File: config.mk
export PLATFORM = sky130hd
export DESIGN_NAME = prog_clk_divider
export DESIGN_NICKNAME = d
export VERILOG_FILES = /design/src/rtl/clk_div_pkg.sv /design/src/rtl/clk_div_channel.sv /design/src/rtl/prog_clk_divider.sv
export SDC_FILE = /design/constraint.sdc
export NUM_CORES = 1
export LEC_CHECK = 0
export ABC_CLOCK_PERIOD_IN_PS = 7550
export BUFFER_PORTS_ARGS = -buffer_cell sky130_fd_sc_hd__clkbuf_2
export CAP_MARGIN = 20
export CORE_UTILIZATION = 60
export DETAILED_ROUTE_END_ITERATION = 8
export PLACE_DENSITY = 0.77
export SYNTH_ARGS = -nofsm -noshare
export SYNTH_HDL_FRONTEND = slang
export SYNTH_HIERARCHICAL = 1
export SYNTH_SLANG_ARGS = --single-unit
File: constraint.sdc
create_clock -name clk -period 7.55 [get_ports clk]
set_clock_uncertainty 0.2 [all_clocks]
set_input_delay 1.1325 -clock clk [delete_from_list [all_inputs] [get_ports clk]]
set_output_delay 1.1325 -clock clk [all_outputs]
set_load 0.02 [all_outputs]
File: src/rtl/clk_div_pkg.sv
// Shared definitions for the programmable clock/tick divider: defaults, channel
// run state and the divisor clamp.
package clk_div_pkg;

    localparam int CNT_W_DEFAULT = 32;
    localparam int DIV_DEFAULT   = 50000000;

    typedef enum logic {
        CH_IDLE = 1'b0,
        CH_RUN  = 1'b1
    } ch_state_t;

    // A zero divisor behaves as divide-by-one; 64 bits covers any CNT_W in use.
    function automatic logic [63:0] eff_div(input logic [63:0] div);
        return (div == 64'd0) ? 64'd1 : div;
    endfunction

endpackage

File: src/rtl/clk_div_channel.sv
// One divider channel: free-running count, active/shadow divisor pair and
// registered clk_out/tick outputs.
module clk_div_channel
    import clk_div_pkg::*;
#(
    parameter int CNT_W       = CNT_W_DEFAULT,
    parameter int DEFAULT_DIV = DIV_DEFAULT
) (
    input  logic             clk,
    input  logic             rst,
    input  logic             en,
    input  logic             sync,
    input  logic             wr,
    input  logic [CNT_W-1:0] wr_div,
    output logic             clk_out,
    output logic             tick,
    output logic             div_pending
);

    localparam logic [CNT_W-1:0] RST_DIV = CNT_W'(DEFAULT_DIV);

    logic [CNT_W-1:0] count;
    logic [CNT_W-1:0] active_div;
    logic [CNT_W-1:0] pending_div;
    logic [CNT_W-1:0] eff;
    logic             at_tc;
    ch_state_t        state;

    // A ">=" compare lets a freshly lowered divisor end the period at once
    // instead of wrapping the counter.
    always_comb begin
        state = en ? CH_RUN : CH_IDLE;
        eff   = CNT_W'(eff_div(64'(active_div)));
        at_tc = (count >= (eff - CNT_W'(1)));
    end

    always_ff @(posedge clk) begin
        if (rst) begin
            count       <= '0;
            active_div  <= RST_DIV;
            pending_div <= RST_DIV;
            clk_out     <= 1'b0;
            tick        <= 1'b0;
            div_pending <= 1'b0;
        end else begin
            tick <= 1'b0;
            if (sync) begin
                count   <= '0;
                clk_out <= 1'b0;
                if (div_pending) begin
                    active_div  <= pending_div;
                    div_pending <= 1'b0;
                end
            end else if (state == CH_RUN) begin
                if (at_tc) begin
                    count   <= '0;
                    tick    <= 1'b1;
                    clk_out <= ~clk_out;
                    if (div_pending) begin
                        active_div  <= pending_div;
                        div_pending <= 1'b0;
                    end
                end else begin
                    count <= count + CNT_W'(1);
                end
            end else if (div_pending) begin
                active_div  <= pending_div;
                div_pending <= 1'b0;
            end
            // A write wins over any clear above, so it always stays pending.
            if (wr) begin
                pending_div <= wr_div;
                div_pending <= 1'b1;
            end
        end
    end

endmodule

File: src/rtl/prog_clk_divider.sv
// Multi-channel runtime-programmable divider: write-address decode, sync
// fan-out and one clk_div_channel per output bit.
module prog_clk_divider
    import clk_div_pkg::*;
#(
    parameter int NUM_CH      = 4,
    parameter int CNT_W       = CNT_W_DEFAULT,
    parameter int DEFAULT_DIV = DIV_DEFAULT,
    localparam int CH_W       = (NUM_CH > 1) ? $clog2(NUM_CH) : 1
) (
    input  logic              clk,
    input  logic              rst,
    input  logic [NUM_CH-1:0] en,
    input  logic              sync,
    input  logic              wr_en,
    input  logic [CH_W-1:0]   wr_ch,
    input  logic [CNT_W-1:0]  wr_div,
    output logic [NUM_CH-1:0] clk_out,
    output logic [NUM_CH-1:0] tick,
    output logic [NUM_CH-1:0] div_pending
);

    logic              wr_ok;
    logic [NUM_CH-1:0] wr_sel;

    // Out-of-range channel numbers select nothing.
    always_comb begin
        wr_ok  = wr_en && (32'(wr_ch) < 32'(NUM_CH));
        wr_sel = '0;
        for (int i = 0; i < NUM_CH; i++) begin
            if (wr_ok && (32'(wr_ch) == 32'(i))) begin
                wr_sel[i] = 1'b1;
            end
        end
    end

    for (genvar g = 0; g < NUM_CH; g++) begin : g_ch
        clk_div_channel #(
            .CNT_W       (CNT_W),
            .DEFAULT_DIV (DEFAULT_DIV)
        ) u_ch (
            .clk         (clk),
            .rst         (rst),
            .en          (en[g]),
            .sync        (sync),
            .wr          (wr_sel[g]),
            .wr_div      (wr_div),
            .clk_out     (clk_out[g]),
            .tick        (tick[g]),
            .div_pending (div_pending[g])
        );
    end

endmodule
# Word-level counts from Yosys, hierarchy flattened
# Cells that the tools add are included.
# Widths: inputs -> output; s select.
[op_classes]
addsub = 8
magnitude_cmp = 4
eq_ne = 11
n_mux = 52
bitwise_logic = 8
reduce_logical = 18
[op_table]
columns = ["op", "count"]
rows = [
  ["$mux 32", 24],
  ["$add 32x1->32 const B", 4],
  ["$ge 32x32->1", 4],
  ["$logic_not 32->1", 4],
  ["$sub 32x1->32 const B", 4],
  ["$mux 1", 28],
  ["$ne 4x2->1 const B", 4],
  ["$ne 3x2->1 const B", 4],
  ["$reduce_or 3->1", 4],
  ["$not 1->1", 8],
  ["$reduce_and 2->1", 4],
  ["$eq 2x2->1 const B", 2],
  ["$logic_and 1x1->1", 4],
  ["$eq 2x1->1 const B", 1],
  ["$logic_not 2->1", 1],
  ["$reduce_or 2->1", 1],
]
[word_totals]
register_bits = 396
output_inout_bits = 12
wordCells = 125

# Logic depth before layout (Yosys ltp)
[logic_depth]
depth_word = 8
depth_mapped = 23

# Hierarchy
# Netlist, hierarchy kept.
[modules_own_cells]
columns = ["module", "instances", "cells_each", "area_per_inst_um2"]
rows = [
  ["clk_div_channel (g_ch[0].u_ch ...)", 3, 553, 5078.6],
  ["clk_div_channel (g_ch[1].u_ch)", 1, 530, 4937.2],
  ["prog_clk_divider", 1, 4, 37.5],
]

# Worst setup path after synthesis
# Ideal clock, no wire load.
[synth_path]
kind = "register to register"
start = "register g_ch[1].u_ch.active_div[20]"
end = "register g_ch[1].u_ch.count[12]"
setup_ns = 0.132
arrival_ns = 4.602
t_required_ns = 7.218
slack_ns = 2.616
path_stages_with_launch = 22
synth_period_minus_slack_ns = 4.934
path_cell_list = "dfxtp_1 -> or4_1 -> nand2b_4 -> nor3_1 -> nor2b_1 -> nor2_1 -> ha_1 -> nor3b_1 -> nand3_1 -> or3_4 -> nor4_4 -> nand2_4 -> nor4_4 -> xnor2_1 -> ha_1 -> nand4_1 -> nor4_1 -> o211ai_1 -> nand2_1 -> clkbuf_1 -> buf_1 -> nor3_1"
[synth_between]
elab_chain_len = 5
[synth_rtl]
columns = ["item", "line", "source"]
rows = [
  ["start, declared", "clk_div_channel.sv:23", "logic [CNT_W-1:0] active_div;"],
  ["start signal, assigned", "clk_div_channel.sv:51", "active_div <= pending_div;"],
  ["start signal, assigned", "clk_div_channel.sv:60", "active_div <= pending_div;"],
  ["start signal, assigned", "clk_div_channel.sv:67", "active_div <= pending_div;"],
  ["$logic_not 32->1", "clk_div_pkg.sv:15", "return (div == 64'd0) ? 64'd1 : div;"],
  ["$mux 32 *", "clk_div_pkg.sv:15", ""],
  ["$sub 32x1->32 *", "clk_div_channel.sv:34", "at_tc = (count >= (eff - CNT_W'(1)));"],
  ["$ge 32x32->1 *", "clk_div_channel.sv:34", ""],
  ["$mux 32 *", "clk_div_channel.sv:55", "if (at_tc) begin"],
  ["end signal, assigned", "clk_div_channel.sv:64", "count <= count + CNT_W'(1);"],
  ["end, declared", "clk_div_channel.sv:22", "logic [CNT_W-1:0] count;"],
]
# Mark *: on every way between the ends. The rest lies on a longest branch, timed or not.
# A chain may end at the register's enable or synchronous reset.

# Worst setup path after layout
[layout_path]
start = "register g_ch[1].u_ch.active_div[20]"
end = "register g_ch[1].u_ch.count[24]"
# The elaborated chain is that of the path after synthesis.

==> summary.md <==
| Metric | Value |
|---|---|
| Outcome | `finished, final reports clean` |
| Post-Synth Adder-Cell Area | `0.08419` |
| DP Wirelength | `34.74 mm` |
| Initial Util | `0.6149` |
| Post-synth top flop | `dfxtp_1` |
| IO Pins | `54` |
| # rows | `66` |
| Layout cells sized above 1 | `0.09696` |
| CTS Sinks | `396` |
| Worst slew pin tran | `1034 ps` |
| Post-CTS Hold Buffers | `0` |
| Sw Pwr | `0.001013 W` |
| Die Ht | `185.5 um` |
| Antenna Violating Nets Remaining | `0` |
| P_int | `0.003495 W` |
| Final Hold Viols | `0` |
| DRT Pass-1 Iters | `5` |
| Critical Path Start | `g_ch[1].u_ch/active_div[20]$_SDFFE_PP1P_` |
| Switching part of the total power | `0.2247` |
| Total Power | `0.004507 W` |
| Total GRT Usage | `0.2914` |
| Total global routing overflow | `0` |
| Via density per instance | `6.184` |
| Clock-pin slew on the worst setup and hold paths | `60 ps` |
| Drt initial violations | `1,081` |
| Mapped Cells | `2,193` |
| #FFs+latches synth | `396` |
| VDD IR-drop max | `218.8 uV` |
| Pwr Density | `201.9 mW/mm2` |
| HP Start | `g_ch[1].u_ch/pending_div[5]$_SDFFE_PP0P_` |
| Design area | `0.02232 mm2` |
| Vias in the first global route | `15,720` |
| Global-route wire length before repair | `80.36 mm` |
| Largest family of logic cells by synthesized area | `simple AND/OR/NAND/NOR gates` |
| CTS HTree Levels | `2` |
| Placeable Area | `0.03287 mm2` |
| EDFF count, synth | `0` |
| RSZ-0062 raised after global routing | `false` |
| Filler cell count | `2,655` |
| Initial antenna violation count | `4` |
| Reg power frac | `0.475` |
| P_leak | `9.147 nW` |
| Worst setup path class | `reg2reg` |
| Die area | `0.03442 mm2` |
| Hold Crit Class | `reg2reg` |
| Worst Hold Path EP | `g_ch[1].u_ch/active_div[5]$_SDFFE_PP0P_` |
| Clk Latency, worst-skew pair | `550 ps` |
| Post-synthesis compound-gate area fraction | `0.1257` |
| Fraction of the mapped netlist area in simple logic gates | `0.2176` |
| PortBufs | `53` |
| CTS tree | `done` |
| Net count, final | `2,385` |
| DP Area | `0.02083 mm2` |
| Hold Worst Slack | `269.9 ps` |
| Post-synth net total | `2,371` |
| Logic pwr share | `0.047` |
| Worst Hold Depth | `1` |
| Reg area | `0.007928 mm2` |
| Reg-to-reg startpoint | `g_ch[1].u_ch/active_div[20]$_SDFFE_PP1P_` |
| Slew headroom | `0.3110` |
| Fin util | `0.6792` |
| Library cells used by synthesis | `67` |
| CTS max path bufs | `3` |
| Startpoint Class | `flip-flop` |
| GPL Wtd Cong | `0.9283` |
| R2R setup slack | `1700 ps` |
| Routed WL | `49.64 mm` |
| Die width | `185.5 um` |
| Sequential share of the synthesized area | `0.3922` |
| Count of final setup violators | `0` |
| Setup TNS | `0 ps` |
| Async S/R FF share, synth | `0` |
| Crit path max fanout | `29` |
| Most frequent cells in the layout | `396 x dfxtp_1, 175 x nor2_1, 167 x nor3_1` |
| Residual DRC | `0` |
| Clock root buffer | `clkbuf_16` |
| Area of the multi-input gates | `0.01157 mm2` |
| Resize count post-CTS | `0` |
| RR Endpoint | `g_ch[1].u_ch/count[24]$_SDFFE_PP0P_` |
| Tcrit/Tclk final | `0.7742` |
| Max Fclk | `0.1711 GHz` |
| CP required | `7740 ps` |
| Mean post-synth cell area | `9.216 um2` |
| Max Cap Viol | `0` |
| Arrival time worst endpoint | `6040 ps` |
| Critical path capture point type | `flip-flop` |
| Clk network pwr share | `0.478` |
| Commonest non-fill, non-tap cell in the layout | `dfxtp_1` |
| Routed WL per cell | `18.50 um` |
| Largest net degree at the start of global routing | `46` |
| Warnings, synthesis | `6` |
| Final min period | `5846 ps` |
| Worst R2R Path Depth | `20` |
| Area Growth Syn to Fin | `10.45%` |
| Slew Limit Fails | `0` |
| Post-Synth XOR/XNOR Area | `0.09602` |
| Mux contribution to synthesized area | `0.04705` |
| Vias | `16,590` |
| Mapped Area | `0.02021 mm2` |
| Setup Fix Bufs, Post-CTS | `0` |
| CTS buffer count | `41` |
[flip-flops by register name, summed over array words and instances, names as in the netlist]
register,cells
g_ch.u_ch/div_pending,4
g_ch.u_ch/count,128
g_ch.u_ch/pending_div,128
g_ch.u_ch/active_div,128
g_ch.u_ch/clk_out,4
g_ch.u_ch/tick,4
[worst max-delay path by stage]
stage,endpoint
final,g_ch[1].u_ch/count[24]$_SDFFE_PP0P_
after global placement,g_ch[1].u_ch/count[11]$_SDFFE_PP0P_
after floorplan,g_ch[1].u_ch/count[12]$_SDFFE_PP0P_
after detailed placement,g_ch[1].u_ch/count[24]$_SDFFE_PP0P_
after CTS,g_ch[1].u_ch/count[8]$_SDFFE_PP0P_
after global routing,g_ch[1].u_ch/count[19]$_SDFFE_PP0P_
[layer usage]
layer	global-route usage	part of all wire	wire [um]
met1	0.3825	0.44	21680
met2	0.4852	0.48	23660
met3	0.03600	0.052	2591
met4	0.1177	0.034	1708
met5	0	0	0
[worst max-delay path, stage by stage (launching register included)]
cell	delay (ps)
dfxtp_1	430
or4_1	220
nand2b_4	180
nor3_1	60
buf_4	150
nor2b_1	140
nor2_1	140
ha_1	200
nor3b_1	390
nand3_1	240
or3_4	410
nor4_4	280
nand2_4	140
nor4_4	250
xnor2_1	100
ha_1	320
nand4_1	170
nor4_1	500
o211ai_1	250
nand2_1	780
nor3_1	120
[synthesized netlist by cell type, types with 4 or more instances]
library cell	number	share of area
a211oi_1	8	0.0030
a21o_1	30	0.011
a21oi_1	59	0.015
a22o_1	20	0.0087
a31oi_1	8	0.0025
a32o_1	60	0.030
a32oi_1	36	0.016
and2_1	14	0.0043
and3_1	23	0.0071
and4_1	13	0.0056
buf_1	17	0.0032
buf_2	9	0.0022
clkbuf_1	74	0.014
dfxtp_1	396	0.39
ha_1	136	0.084
inv_1	97	0.018
mux2i_1	95	0.047
nand2_1	150	0.028
nand2b_1	9	0.0028
nand3_1	75	0.019
nand3b_1	5	0.0019
nand4_1	68	0.021
nor2_1	175	0.033
nor2b_1	13	0.0040
nor3_1	167	0.041
nor4_1	27	0.0084
nor4_2	7	0.0043
nor4_4	8	0.0084
o211ai_1	40	0.015
o21a_1	4	0.0015
o21ai_0	20	0.0050
o22a_1	12	0.0052
or2_2	9	0.0028
or3_1	16	0.0050
or4_1	7	0.0026
or4_4	10	0.0056
xnor2_1	107	0.046
xor2_1	109	0.047
[layout make-up]
type / count / area share
multi-input cells: 1600 / 0.5184
flip-flops and latches: 396 / 0.3551
clock buffers: 54 / 0.05274
well taps: 442 / 0.02477
repair buffers: 71 / 0.02029
inverters: 97 / 0.01631
clock inverters: 20 / 0.01199
diodes: 3 / 0.0003363
[power by group through the flow]
stage | clock (W) | combinational (W) | sequential (W)
2_1_floorplan | 0 | 0.000132 | 0.00218
3_3_place_gp | 0 | 0.000199 | 0.00219
3_5_place_dp | 0 | 0.000205 | 0.00219
4_1_cts | 0.00219 | 0.000207 | 0.00214
5_1_grt | 0.00228 | 0.000229 | 0.00214
6_report | 0.00215 | 0.000213 | 0.00214
[metrics by stage]
step	std cells	worst slack, ps
floorplan	2193	2616
global placement	2601	2041
detailed placement	2603	1744
CTS	2677	1721
global route	2681	1146
finish	2683	1704
[logic make-up (layout without fill, tap and decap cells)]
| kind of cell | Yosys count | count (layout) |
|---|---|---|
| adders and majority gates | 136 | 136 |
| and+or+nand+nor | 823 | 823 |
| xor gates and xnor gates | 219 | 219 |
| buffers and inverters | 197 | 242 |
| AOI/OAI and AO/OA | 327 | 327 |
| other | 0 | 3 |
| muxes | 95 | 95 |
| DFF | 396 | 396 |
Power figures use the tool's default switching activity.
